## config.mk

```make
export PLATFORM = sky130hd
export DESIGN_NAME = fpnew_issue_rob
export DESIGN_NICKNAME = d
export VERILOG_FILES = /design/src/rtl/fpnew_issue_rob.sv
export SDC_FILE = /design/constraint.sdc
export NUM_CORES = 1
export LEC_CHECK = 0
export BUFFER_PORTS_ARGS = -buffer_cell sky130_fd_sc_hd__buf_2
export CAP_MARGIN = 20
export CELL_PAD_IN_SITES_DETAIL_PLACEMENT = 0
export CELL_PAD_IN_SITES_GLOBAL_PLACEMENT = 2
export CORE_ASPECT_RATIO = 1.4
export CORE_MARGIN = 1.5
export CORE_UTILIZATION = 27
export CTS_CLUSTER_SIZE = 16
export DETAILED_ROUTE_END_ITERATION = 12
export GPL_ROUTABILITY_DRIVEN = 0
export PLACE_DENSITY = 0.84
export SLEW_MARGIN = 20
export SYNTH_ARGS = -nofsm -noshare
export SYNTH_HDL_FRONTEND = slang
export SYNTH_SLANG_ARGS = --single-unit
```

## constraint.sdc

```tcl
create_clock -name clk_i -period 2.7 [get_ports clk_i]
set_clock_uncertainty 0.2 [all_clocks]
set_input_delay 0.54 -clock clk_i [delete_from_list [all_inputs] [get_ports clk_i]]
set_output_delay 0.54 -clock clk_i [all_outputs]
set_load 0.005 [all_outputs]
```

## src/rtl/fpnew_issue_rob.sv

```systemverilog
// fpnew_issue_rob: issue/reorder buffer in front of an out-of-order FPU.
//
// Requests pass combinationally to the FPU with a tag taken from the alloc pointer.
// Results come back in any order and are parked in the entry their tag names.
// Responses leave strictly in issue order from the retire pointer.
//
// Ports:
//   clk_i, rst_i           clock, synchronous active-high reset
//   flush_i                abort all in-flight ops (mirrored on fpu_flush_o)
//   req_*                  upstream request: valid/ready, {op1, op0}, op, op_mod, rnd
//   fpu_in_*, fpu_*_o      FPU issue side: valid/ready, operands, op, op_mod, rnd, tag
//   fpu_out_*, fpu_*_i     FPU result side: valid/ready, result, status, tag
//   rsp_*                  in-order response: valid/ready, result, status
//   busy_o                 at least one entry allocated
//   spurious_o             sticky: a result arrived for a tag that was not waiting for one
//   fflags_o, fflags_clr_i accumulated response status and its clear
//
// Build option: define FPNEW_ISSUE_FFLAGS_EN to accumulate status flags in fflags_o;
// without it fflags_o is tied to zero and fflags_clr_i is ignored.

module fpnew_issue_rob #(
    parameter int unsigned WIDTH           = 16,
    parameter int unsigned MAX_OUTSTANDING = 4
) (
    input  logic                                 clk_i,
    input  logic                                 rst_i,
    input  logic                                 flush_i,
    input  logic                                 req_valid_i,
    output logic                                 req_ready_o,
    input  logic [2*WIDTH-1:0]                   req_operands_i,
    input  logic [3:0]                           req_op_i,
    input  logic                                 req_op_mod_i,
    input  logic [2:0]                           req_rnd_i,
    output logic                                 fpu_in_valid_o,
    input  logic                                 fpu_in_ready_i,
    output logic [2*WIDTH-1:0]                   fpu_operands_o,
    output logic [3:0]                           fpu_op_o,
    output logic                                 fpu_op_mod_o,
    output logic [2:0]                           fpu_rnd_o,
    output logic [$clog2(MAX_OUTSTANDING)-1:0]   fpu_tag_o,
    output logic                                 fpu_flush_o,
    input  logic                                 fpu_out_valid_i,
    output logic                                 fpu_out_ready_o,
    input  logic [WIDTH-1:0]                     fpu_result_i,
    input  logic [4:0]                           fpu_status_i,
    input  logic [$clog2(MAX_OUTSTANDING)-1:0]   fpu_tag_i,
    output logic                                 rsp_valid_o,
    input  logic                                 rsp_ready_i,
    output logic [WIDTH-1:0]                     rsp_result_o,
    output logic [4:0]                           rsp_status_o,
    output logic                                 busy_o,
    output logic                                 spurious_o,
    output logic [4:0]                           fflags_o,
    input  logic                                 fflags_clr_i
);

    localparam int unsigned TAG_W = $clog2(MAX_OUTSTANDING);
    localparam int unsigned CNT_W = TAG_W + 1;
    localparam logic [CNT_W-1:0] COUNT_FULL = CNT_W'(MAX_OUTSTANDING);

    logic [MAX_OUTSTANDING-1:0]            pending_q, pending_d;
    logic [MAX_OUTSTANDING-1:0]            done_q, done_d;
    logic [MAX_OUTSTANDING-1:0][WIDTH-1:0] result_q, result_d;
    logic [MAX_OUTSTANDING-1:0][4:0]       status_q, status_d;
    logic [TAG_W-1:0]                      alloc_q, alloc_d;
    logic [TAG_W-1:0]                      retire_q, retire_d;
    logic [CNT_W-1:0]                      count_q, count_d;
    logic                                  spurious_q, spurious_d;

    logic not_full;
    logic issue;
    logic res_hs;
    logic res_ok;
    logic retire;

    // Handshake decode and combinational pass-through.
    always_comb begin
        not_full        = (count_q != COUNT_FULL);
        fpu_in_valid_o  = req_valid_i & not_full & ~flush_i;
        req_ready_o     = fpu_in_ready_i & not_full & ~flush_i;
        issue           = req_valid_i & req_ready_o;
        fpu_operands_o  = req_operands_i;
        fpu_op_o        = req_op_i;
        fpu_op_mod_o    = req_op_mod_i;
        fpu_rnd_o       = req_rnd_i;
        fpu_tag_o       = alloc_q;
        fpu_flush_o     = flush_i;
        fpu_out_ready_o = ~rst_i & ~flush_i;
        res_hs          = fpu_out_valid_i & fpu_out_ready_o;
        res_ok          = pending_q[fpu_tag_i] & ~done_q[fpu_tag_i];
        rsp_valid_o     = done_q[retire_q];
        rsp_result_o    = result_q[retire_q];
        rsp_status_o    = status_q[retire_q];
        retire          = rsp_valid_o & rsp_ready_i & ~flush_i;
        busy_o          = (count_q != '0);
        spurious_o      = spurious_q;
    end

    // Next-state for the entry array, pointers and occupancy.
    always_comb begin
        pending_d  = pending_q;
        done_d     = done_q;
        result_d   = result_q;
        status_d   = status_q;
        alloc_d    = alloc_q;
        retire_d   = retire_q;
        count_d    = count_q;
        spurious_d = spurious_q;

        // A retiring entry is already done, so a result aimed at it is spurious and can
        // never collide with the clear below. Likewise issue never targets the retire slot
        // because that only happens when full.
        if (res_hs) begin
            if (res_ok) begin
                done_d[fpu_tag_i]   = 1'b1;
                result_d[fpu_tag_i] = fpu_result_i;
                status_d[fpu_tag_i] = fpu_status_i;
            end else begin
                spurious_d = 1'b1;
            end
        end

        if (retire) begin
            pending_d[retire_q] = 1'b0;
            done_d[retire_q]    = 1'b0;
            retire_d            = retire_q + TAG_W'(1);
        end

        if (issue) begin
            pending_d[alloc_q] = 1'b1;
            done_d[alloc_q]    = 1'b0;
            alloc_d            = alloc_q + TAG_W'(1);
        end

        unique case ({issue, retire})
            2'b10:   count_d = count_q + CNT_W'(1);
            2'b01:   count_d = count_q - CNT_W'(1);
            default: count_d = count_q;
        endcase

        if (flush_i) begin
            pending_d = '0;
            done_d    = '0;
            alloc_d   = '0;
            retire_d  = '0;
            count_d   = '0;
        end
    end

    always_ff @(posedge clk_i) begin
        if (rst_i) begin
            pending_q  <= '0;
            done_q     <= '0;
            result_q   <= '0;
            status_q   <= '0;
            alloc_q    <= '0;
            retire_q   <= '0;
            count_q    <= '0;
            spurious_q <= 1'b0;
        end else begin
            pending_q  <= pending_d;
            done_q     <= done_d;
            result_q   <= result_d;
            status_q   <= status_d;
            alloc_q    <= alloc_d;
            retire_q   <= retire_d;
            count_q    <= count_d;
            spurious_q <= spurious_d;
        end
    end

`ifdef FPNEW_ISSUE_FFLAGS_EN
    logic [4:0] fflags_q, fflags_d;

    // The clear applies first so flags of a same-cycle response survive it.
    always_comb begin
        fflags_d = fflags_clr_i ? 5'b0 : fflags_q;
        if (retire) begin
            fflags_d = fflags_d | rsp_status_o;
        end
    end

    always_ff @(posedge clk_i) begin
        if (rst_i) begin
            fflags_q <= '0;
        end else begin
            fflags_q <= fflags_d;
        end
    end

    assign fflags_o = fflags_q;
`else
    logic unused_fflags_clr;
    assign unused_fflags_clr = fflags_clr_i;
    assign fflags_o          = '0;
`endif

endmodule
```

==> flow_summary.json, run 1 <==
{
  "outcome": "complete, no violations",
  "cp.required_ns": 1.96,
  "ys_async_sr_fraction_pct": 0,
  "pin_count": 146,
  "multiInputGateArea_um2": 2440,
  "stdcell_area_um2": 5580,
  "h-tree-depth": 3,
  "r2r_cells": 8,
  "holdPathStages": 2,
  "crit_path_end_kind": "output port",
  "rsz0062_at_grt": "no",
  "place_area_um2": 5250,
  "vias": 4270,
  "synthCells": 560,
  "area_growth_pct": 12.0,
  "synth_edf_count": 0,
  "fin_crit_sh_pct": 97.5,
  "setup_viol": 0,
  "hold_viol": 0,
  "clk_transition_reported_paths_ns": 0.07,
  "wl_per_cell_um": 18.2,
  "critPathLaunchType": "register",
  "totalPowerFinal_mw": 2.95,
  "min_period_ns": 2.63,
  "p_leak_nw": 1.88,
  "p_sw_uw": 701,
  "finalMaxSlewViolations": 0,
  "synth_top_area_share_pct": 40.2,
  "worst_pin_slew_ns": 0.884,
  "overflow": 0,
  "firstDrtPassIters": 6,
  "die_area_um2": 19300,
  "tritoncts": "yes",
  "n_fill_cell": 1919,
  "path_max_fanout": 24,
  "grt_pass1_wl_um": 23100,
  "power_frac_clock_pct": 45.1,
  "cp.arrival_ns": 1.89,
  "final_common_cell": "dfxtp_1",
  "cts_buffer_depth": 2,
  "grt_util_all_layers_pct": 15.1,
  "yosys-top-cells-area": "dfxtp_1, mux4_2, a21oi_1",
  "wl_um": 14600,
  "swShare_pct": 23.8,
  "max_slew_margin_pct": 41.1,
  "rows": 58,
  "die_w_um": 118,
  "peakVddDrop_mv": 0.240,
  "internal_power_mw": 2.25,
  "drive_gt1_share_pct": 24.1,
  "dp_hpwl_um": 8810,
  "initial_utilization_pct": 27.7,
  "power.density_nw_per_um2": 529,
  "via_per_inst": 5.30,
  "cts.sinks": 100,
  "grt_max_degree": 86,
  "synth.avg_cell_area_um2": 8.89,
  "max_cap_viol_count": 0,
  "die_h_um": 164,
  "criticalPathCategory": "register to output port",
  "remaining_drc_errors": 0,
  "cts_buffers": 9,
  "portBuffers": 59,
  "fmax_mhz": 380,
  "utilization_pct": 31.0,
  "ant_nets": 0,
  "cts-root-buf": "clkbuf_16",
  "core_area_um2": 18000,
  "syn_area_um2": 4980,
  "pwr-share-seq_pct": 50.1,
  "drtIter0Drc": 328,
  "antenna_cells": 0,
  "final_cell_mix": "dfxtp_1, a21oi_1, nand3_1, buf_2, o21ai_0",
  "ys.flop_type": "dfxtp_1",
  "fin_nets": 641,
  "synth_cell_types": 46,
  "antenna_found_initial": 0,
  "ys_warn_count": 0,
  "seq_area_um2": 2000,
  "insertion_delay_ns": 0.35,
  "yosysSeqAreaShare_pct": 40.2,
  "grt_pass1_vias": 4428,
  "comb_power_share_pct": 4.8,
  "ys_ff_latch": 100,
  "hold_class": "register to register",
  "synth_largest_area_cell": "dfxtp_1"
}
==> power by group through the flow <==
stage	logic, mW	registers, mW	clock network (mW)
2_1_floorplan	0.120	1.51	0
3_3_place_gp	0.137	1.51	0
3_5_place_dp	0.141	1.51	0
4_1_cts	0.141	1.48	1.35
5_1_grt	0.154	1.48	1.42
6_report	0.142	1.48	1.33
==> timing repair <==
item / CTS / global route
hold buffers: 0 / 0
resized for setup: 0 / 2
setup buffers: 0 / 2
endpoints found under the setup margin: 0 / 8
==> synth_stat cells, types with 2 or more instances <==
cell type	count
a2111oi_2	4
a21oi_1	91
a31oi_1	4
buf_2	5
buf_4	46
buf_6	2
clkbuf_1	45
dfxtp_1	100
ha_1	9
inv_1	9
mux2i_1	2
mux4_2	22
nand2_1	6
nand3_1	86
nor2_1	5
nor3_1	4
nor3b_1	3
o21a_1	4
o21ai_0	58
o21ai_1	27
or3_1	2
or3b_1	2
==> logic make-up (layout without fill, tap and decap cells) <==
kind of cell	count (synthesis)	count (layout)	synth area share (%)
AND/OR/NAND/NOR	123	123	13.7
flip-flops	100	100	40.2
XOR/XNOR	2	2	0.352
buffers and inverters	108	109	12.0
other	1	5	0.0753
adder cells (fa/ha/maj)	10	10	2.66
multiplexers	25	25	10.6
AO/OA/AOI/OAI	191	191	20.4
==> critical path, cell delays in order (launching register included) <==
cell and delay (ns):
dfxtp_1 0.36, buf_4 0.42, mux4_2 0.61, buf_2 0.15
==> worst paths after layout <==
path           startpoint         endpoint  slack, ns
max reg2reg   retire_q[0]       count_q[2]       0.08
max           retire_q[1]  rsp_status_o[0]       0.07
min          result_q[26]     result_q[26]       0.27
min reg2reg  result_q[26]     result_q[26]       0.27
==> cell type report <==
cell class,count,share of cell area [%]
Sequential cell,100,35.9
Clock buffer,9,4.04
Clock inverter,7,1.44
Multi-Input combinational cell,356,43.7
Inverter,10,0.673
Timing Repair Buffer,83,8.82
Tap cell,240,5.39
==> layer usage <==
metal	GRT usage (%)	routed length, um	vias up	share of wire [%]
li1	-	-	1978	-
met1	17.7	5780	2072	40
met2	27.1	7480	190	51
met3	3.09	1090	30	7.5
met4	6.15	275	0	1.9
met5	0	0	-	0
==> metrics by stage <==
stage,setup TNS (ns),hold WS (ns),instances,worst slack [ns]
floorplan,-0.0339,0.251,564,-0.0339
global placement,0,0.257,787,0.140
detailed placement,0,0.267,787,0.0905
CTS,0,0.266,803,0.00407
global route,0,0.273,805,0.0167
finish,0,0.274,805,0.0676
==> state kept, by name, summed over array words and instances, names as in the netlist <==
| register | flops |
|---|---|
| result_q | 64 |
| status_q | 20 |
| pending_q | 4 |
| retire_q | 2 |
| done_q | 4 |
| spurious_o | 1 |
| count_q | 3 |
| fpu_tag_o | 2 |
Power figures use the tool's default switching activity.
==> inputs of run 2 (changes only) <==
- BUFFER_PORTS_ARGS: -buffer_cell sky130_fd_sc_hd__buf_2 -> unset
- CORE_UTILIZATION: 27 -> 33
- DONT_BUFFER_PORTS: unset -> 1
- SETUP_SLACK_MARGIN: unset -> 0.5
==> flow_summary.json, run 2 (synthesis gave the netlist of run 1 again) <==
{
  "setup_viol": 0,
  "critPathLaunchType": "register",
  "grt_pass1_vias": 4037,
  "drive_gt1_share_pct": 16.2,
  "final_common_cell": "dfxtp_1",
  "hold_viol": 0,
  "cts_buffers": 9,
  "die_w_um": 107,
  "cts_hold_buffers": 0,
  "die_area_um2": 15800,
  "die_h_um": 148,
  "fmax_mhz": 398,
  "critPathBufInv": 5,
  "power.density_nw_per_um2": 534,
  "antenna_cells": 0,
  "wl_per_cell_um": 20.5,
  "crit_path_end_kind": "output port",
  "max_cap_viol_count": 0,
  "max_slew_margin_pct": 57.3,
  "vias": 4027,
  "grt_max_degree": 91,
  "final_cell_mix": "dfxtp_1, a21oi_1, nand3_1, o21ai_0, o21ai_1",
  "worst_pin_slew_ns": 0.641,
  "grt_util_all_layers_pct": 18.1,
  "hold_class": "primary input to register",
  "utilization_pct": 37.0,
  "place_area_um2": 4850,
  "cp.required_ns": 1.96,
  "cts-root-buf": "clkbuf_16",
  "pin_count": 146,
  "final.setup.worst_slack_ns": 0.190,
  "rows": 52,
  "dp_slack_ns": 0.123,
  "cp_top_family": "buffers and inverters",
  "dp_hpwl_um": 8030,
  "seq_area_um2": 2010,
  "stdcell_area_um2": 5390,
  "multiInputGateArea_um2": 2450,
  "overflow": 0,
  "n_fill_cell": 1479,
  "insertion_delay_ns": 0.35,
  "path_cells": "buf_4, buf_6, buf_8, buf_6, buf_12, mux4_2",
  "largestRegisters": "result_q: 64 flops, status_q: 20 flops",
  "clk_transition_reported_paths_ns": 0.07,
  "portBuffers": 0,
  "p_leak_nw": 1.66,
  "top_register": "result_q",
  "totalPowerFinal_mw": 2.87,
  "ant_nets": 0,
  "slowest_delay_ns": 0.47,
  "fin_nets": 588,
  "wl_um": 14400,
  "outcome": "complete, no violations",
  "tritoncts": "yes",
  "h-tree-depth": 3,
  "core_area_um2": 14600,
  "area_growth_pct": 8.17,
  "criticalPathCategory": "register to output port",
  "peakVddDrop_mv": 0.270,
  "path_max_fanout": 6,
  "crit_top_cell": "buf_6",
  "initial_utilization_pct": 34.2,
  "min_period_ns": 2.51,
  "cts_buffer_depth": 2,
  "largest_reg_flops": 64,
  "via_per_inst": 5.74,
  "antenna_found_initial": 0,
  "rsz0062_at_grt": "yes",
  "critPathSlowestCell": "mux4_2",
  "drtIter0Drc": 431,
  "hold_slack_ns": 0.0846,
  "cp.arrival_ns": 1.77,
  "fin_crit_sh_pct": 93.0,
  "remaining_drc_errors": 0,
  "firstDrtPassIters": 5,
  "cts.sinks": 100,
  "finalMaxSlewViolations": 0,
  "grt_pass1_wl_um": 22000
}
-- run 2: changes by cell type in the layout (fill, tap and decap cells not counted), moves of 2 or more --
cell | previous run | this run
buf_2 | 59 | 0
clkinv_4 | 1 | 3
buf_8 | 0 | 2
buf_4 | 22 | 19
buf_12 | 1 | 5
buf_16 | 0 | 2
-- run 2: stage by stage --
| stage | instances | setup TNS, ns |
|---|---|---|
| after detailed placement | 672 | 0 |
| after floorplan | 564 | -0.0216 |
| after CTS | 698 | 0 |
| final | 701 | 0 |
| after global routing | 701 | 0 |
| after global placement | 672 | 0 |
-- run 2: path summary, 6_finish.rpt --
kind / startpoint / to / slack (ns) / cells past startpoint
worst max-delay path: retire_q[0] / rsp_result_o[14] / 0.19 / 6
worst max register to register: retire_q[0] / count_q[2] / 0.21 / 8
worst min register to register: status_q[14] / status_q[14] / 0.27 / 2
worst min-delay path: rst_i / result_q[47] / 0.08 / 1
-- run 2: final cells by class --
class                   instances  area share, %
clock buffers                  10           4.25
clock inverters                 6           1.35
inverters                      10          0.697
multi-input cells             356           45.6
flip-flops and latches        100           37.2
well taps                     189           4.39
repair buffers                 30           6.50
-- run 2: where the power goes --
group | switching, mW | internal [mW]
logic | 0.0471 | 0.0204
registers | 0.00318 | 1.48
clock network | 0.600 | 0.728
total | 0.650 | 2.22
-- run 2: what timing repair did --
item                       in CTS  in global routing
setup endpoints to repair      23                 23
buffers inserted                8                  3
pin swaps                       3                  1
cloned                          2                  0
hold endpoints to repair        0                  0
resized for setup              17                  1
-- run 2: layer usage --
layer  up-vias  track usage (%)  part of all wire [%]
met5         -                0                     0
met4         0             5.87                   1.2
met3        13             5.30                   7.7
met2       166             32.2                    53
met1      1975             20.6                    38
li1       1873                -                     -
==> inputs of run 3 (changes only) <==
- BUFFER_PORTS_ARGS: unset -> -buffer_cell sky130_fd_sc_hd__buf_2
- CORE_UTILIZATION: 33 -> 27
- DONT_BUFFER_PORTS: 1 -> unset
==> flow_summary.json, run 3 (synthesis gave the netlist of run 1 again) <==
{
  "outcome": "complete, no violations",
  "timing.rr.end": "count_q[2]",
  "min_period_ns": 2.53,
  "cp.arrival_ns": 2.62,
  "overflow": 0,
  "final_common_cell": "dfxtp_1",
  "rows": 58,
  "wl_per_cell_um": 18.1,
  "firstDrtPassIters": 5,
  "grt_util_all_layers_pct": 15.3,
  "whs_endpoint": "status_q[18]",
  "cts_buffer_depth": 2,
  "final_cell_mix": "dfxtp_1, a21oi_1, nand3_1, buf_2, o21ai_0",
  "power.density_nw_per_um2": 523,
  "area_growth_pct": 17.9,
  "die_area_um2": 19300,
  "fin_crit_sh_pct": 93.6,
  "critPathBufInv": 0,
  "max_slew_margin_pct": 40.8,
  "final_cells": 820,
  "die_h_um": 164,
  "crit_path_end_kind": "register",
  "pin_count": 146,
  "grt_pass1_wl_um": 22800,
  "tritoncts": "yes",
  "grt_pass1_vias": 4221,
  "rsz0062_at_grt": "yes",
  "cts_buffers": 9,
  "grt_max_degree": 86,
  "dp_cells": 788,
  "cp_top_family": "simple AND/OR/NAND/NOR gates",
  "finalMaxSlewViolations": 0,
  "via_per_inst": 5.26,
  "max_cap_viol_count": 0,
  "cts-root-buf": "clkbuf_16",
  "p_leak_nw": 2.01,
  "antenna_cells": 0,
  "initial_utilization_pct": 27.7,
  "setup.worst_path.start": "retire_q[0]",
  "path_max_fanout": 2,
  "cts.sinks": 100,
  "slowest_delay_ns": 0.52,
  "core_area_um2": 18000,
  "remaining_drc_errors": 0,
  "hold_slack_ns": 0.267,
  "top_register": "result_q",
  "hold_viol": 0,
  "holdPathStages": 3,
  "final.setup.worst_slack_ns": 0.174,
  "utilization_pct": 32.6,
  "worst_pin_slew_ns": 0.889,
  "hold_class": "primary input to register",
  "critPathLaunchType": "register",
  "setup_tns_ns": 0,
  "fmax_mhz": 396,
  "cp.required_ns": 2.79,
  "peakVddDrop_mv": 0.217,
  "antenna_found_initial": 0,
  "largestRegisters": "result_q: 64 flops, status_q: 20 flops",
  "die_w_um": 118,
  "vias": 4312,
  "dp_slack_ns": 0.0776,
  "portBuffers": 59,
  "r2r_cells": 8,
  "h-tree-depth": 3,
  "worstReg2RegStart": "retire_q[0]",
  "insertion_delay_ns": 0.35,
  "ant_nets": 0,
  "dp_hpwl_um": 8730,
  "hold_start": "fpu_status_i[3]",
  "largest_reg_flops": 64,
  "rrSetupSlack_ns": 0.17,
  "fin_nets": 657,
  "drive_gt1_share_pct": 26.9,
  "wl_um": 14900,
  "critPathSlowestCell": "mux4_2",
  "criticalPathCategory": "register to register",
  "path_cells": "mux4_2, and2_4, nor2b_4, ha_4, fa_2, xnor2_2, or3_1, a21oi_2",
  "clk_transition_reported_paths_ns": 0.07,
  "drtIter0Drc": 287,
  "setup_viol": 0
}
run 3: cell count changes in the layout (fill, tap and decap cells not counted), moves of 2 or more:
cell | before | now
buf_2 | 0 | 59
buf_4 | 19 | 31
clkbuf_8 | 0 | 3
buf_12 | 5 | 3
buf_8 | 2 | 0
clkinv_4 | 3 | 1
dfxtp_1 | 99 | 97
dfxtp_2 | 0 | 2
run 3: final cells by class:
| type | count | area, um^2 |
|---|---|---|
| clock buffers | 12 | 267 |
| clock inverters | 3 | 68.8 |
| fillers | 1918 | 12100 |
| inverters | 10 | 41.3 |
| multi-input cells | 356 | 2460 |
| flip-flops and latches | 100 | 2010 |
| well taps | 240 | 300 |
| repair buffers | 99 | 723 |
run 3: how the worst max path moves through the flow:
stage            endpoint  slack [ns]  cells past startpoint
5_1_grt        count_q[2]        0.09                      8
3_5_place_dp   count_q[2]        0.08                      8
3_3_place_gp   count_q[2]        0.12                      8
4_1_cts        count_q[2]        0.13                      8
6_report       count_q[2]        0.17                      8
2_1_floorplan  count_q[2]       -0.02                     10
run 3: layer usage:
metal / global-route usage [%] / part of all wire [%] / wire, um
met4: 4.55 / 1.5 / 216
met3: 3.99 / 7.5 / 1120
met2: 28.4 / 53 / 7800
met1: 17.2 / 38 / 5720
met5: 0 / 0 / 0
run 3: through the flow:
| stage | total power, mW | cell area, um^2 |
|---|---|---|
| after CTS | 3.09 | 5810 |
| after global placement | 1.65 | 5270 |
| after detailed placement | 1.65 | 5270 |
| final | 3.07 | 5870 |
| after global routing | 3.17 | 5870 |
| after floorplan | 1.63 | 5000 |
run 3: worst register-to-register path, delay by kind of cell, from the launching register on:
kind / cells / cell delay, ns
AOI/OAI and AO/OA: 1 / 0.13
and+or+nand+nor: 3 / 0.61
xor gates and xnor gates: 1 / 0.14
adders and majority gates: 2 / 0.53
DFF: 1 / 0.34
muxes: 1 / 0.52
run 3: report_power, final:
| part | leakage, nW | total (mW) | switching, mW | internal (mW) |
|---|---|---|---|---|
| sequential | 0.807 | 1.48 | 0.00271 | 1.48 |
| clock | 0.165 | 1.44 | 0.559 | 0.884 |
| combinational | 1.04 | 0.148 | 0.102 | 0.0462 |
| total | 2.01 | 3.07 | 0.664 | 2.41 |
run 3: what timing repair did:
item	4_1_cts	5_1_grt
gates resized for setup	16	3
cloned	2	1
endpoints found under the setup margin	24	25
pin swaps	6	1
hold buffers	0	0
buffers inserted	10	4
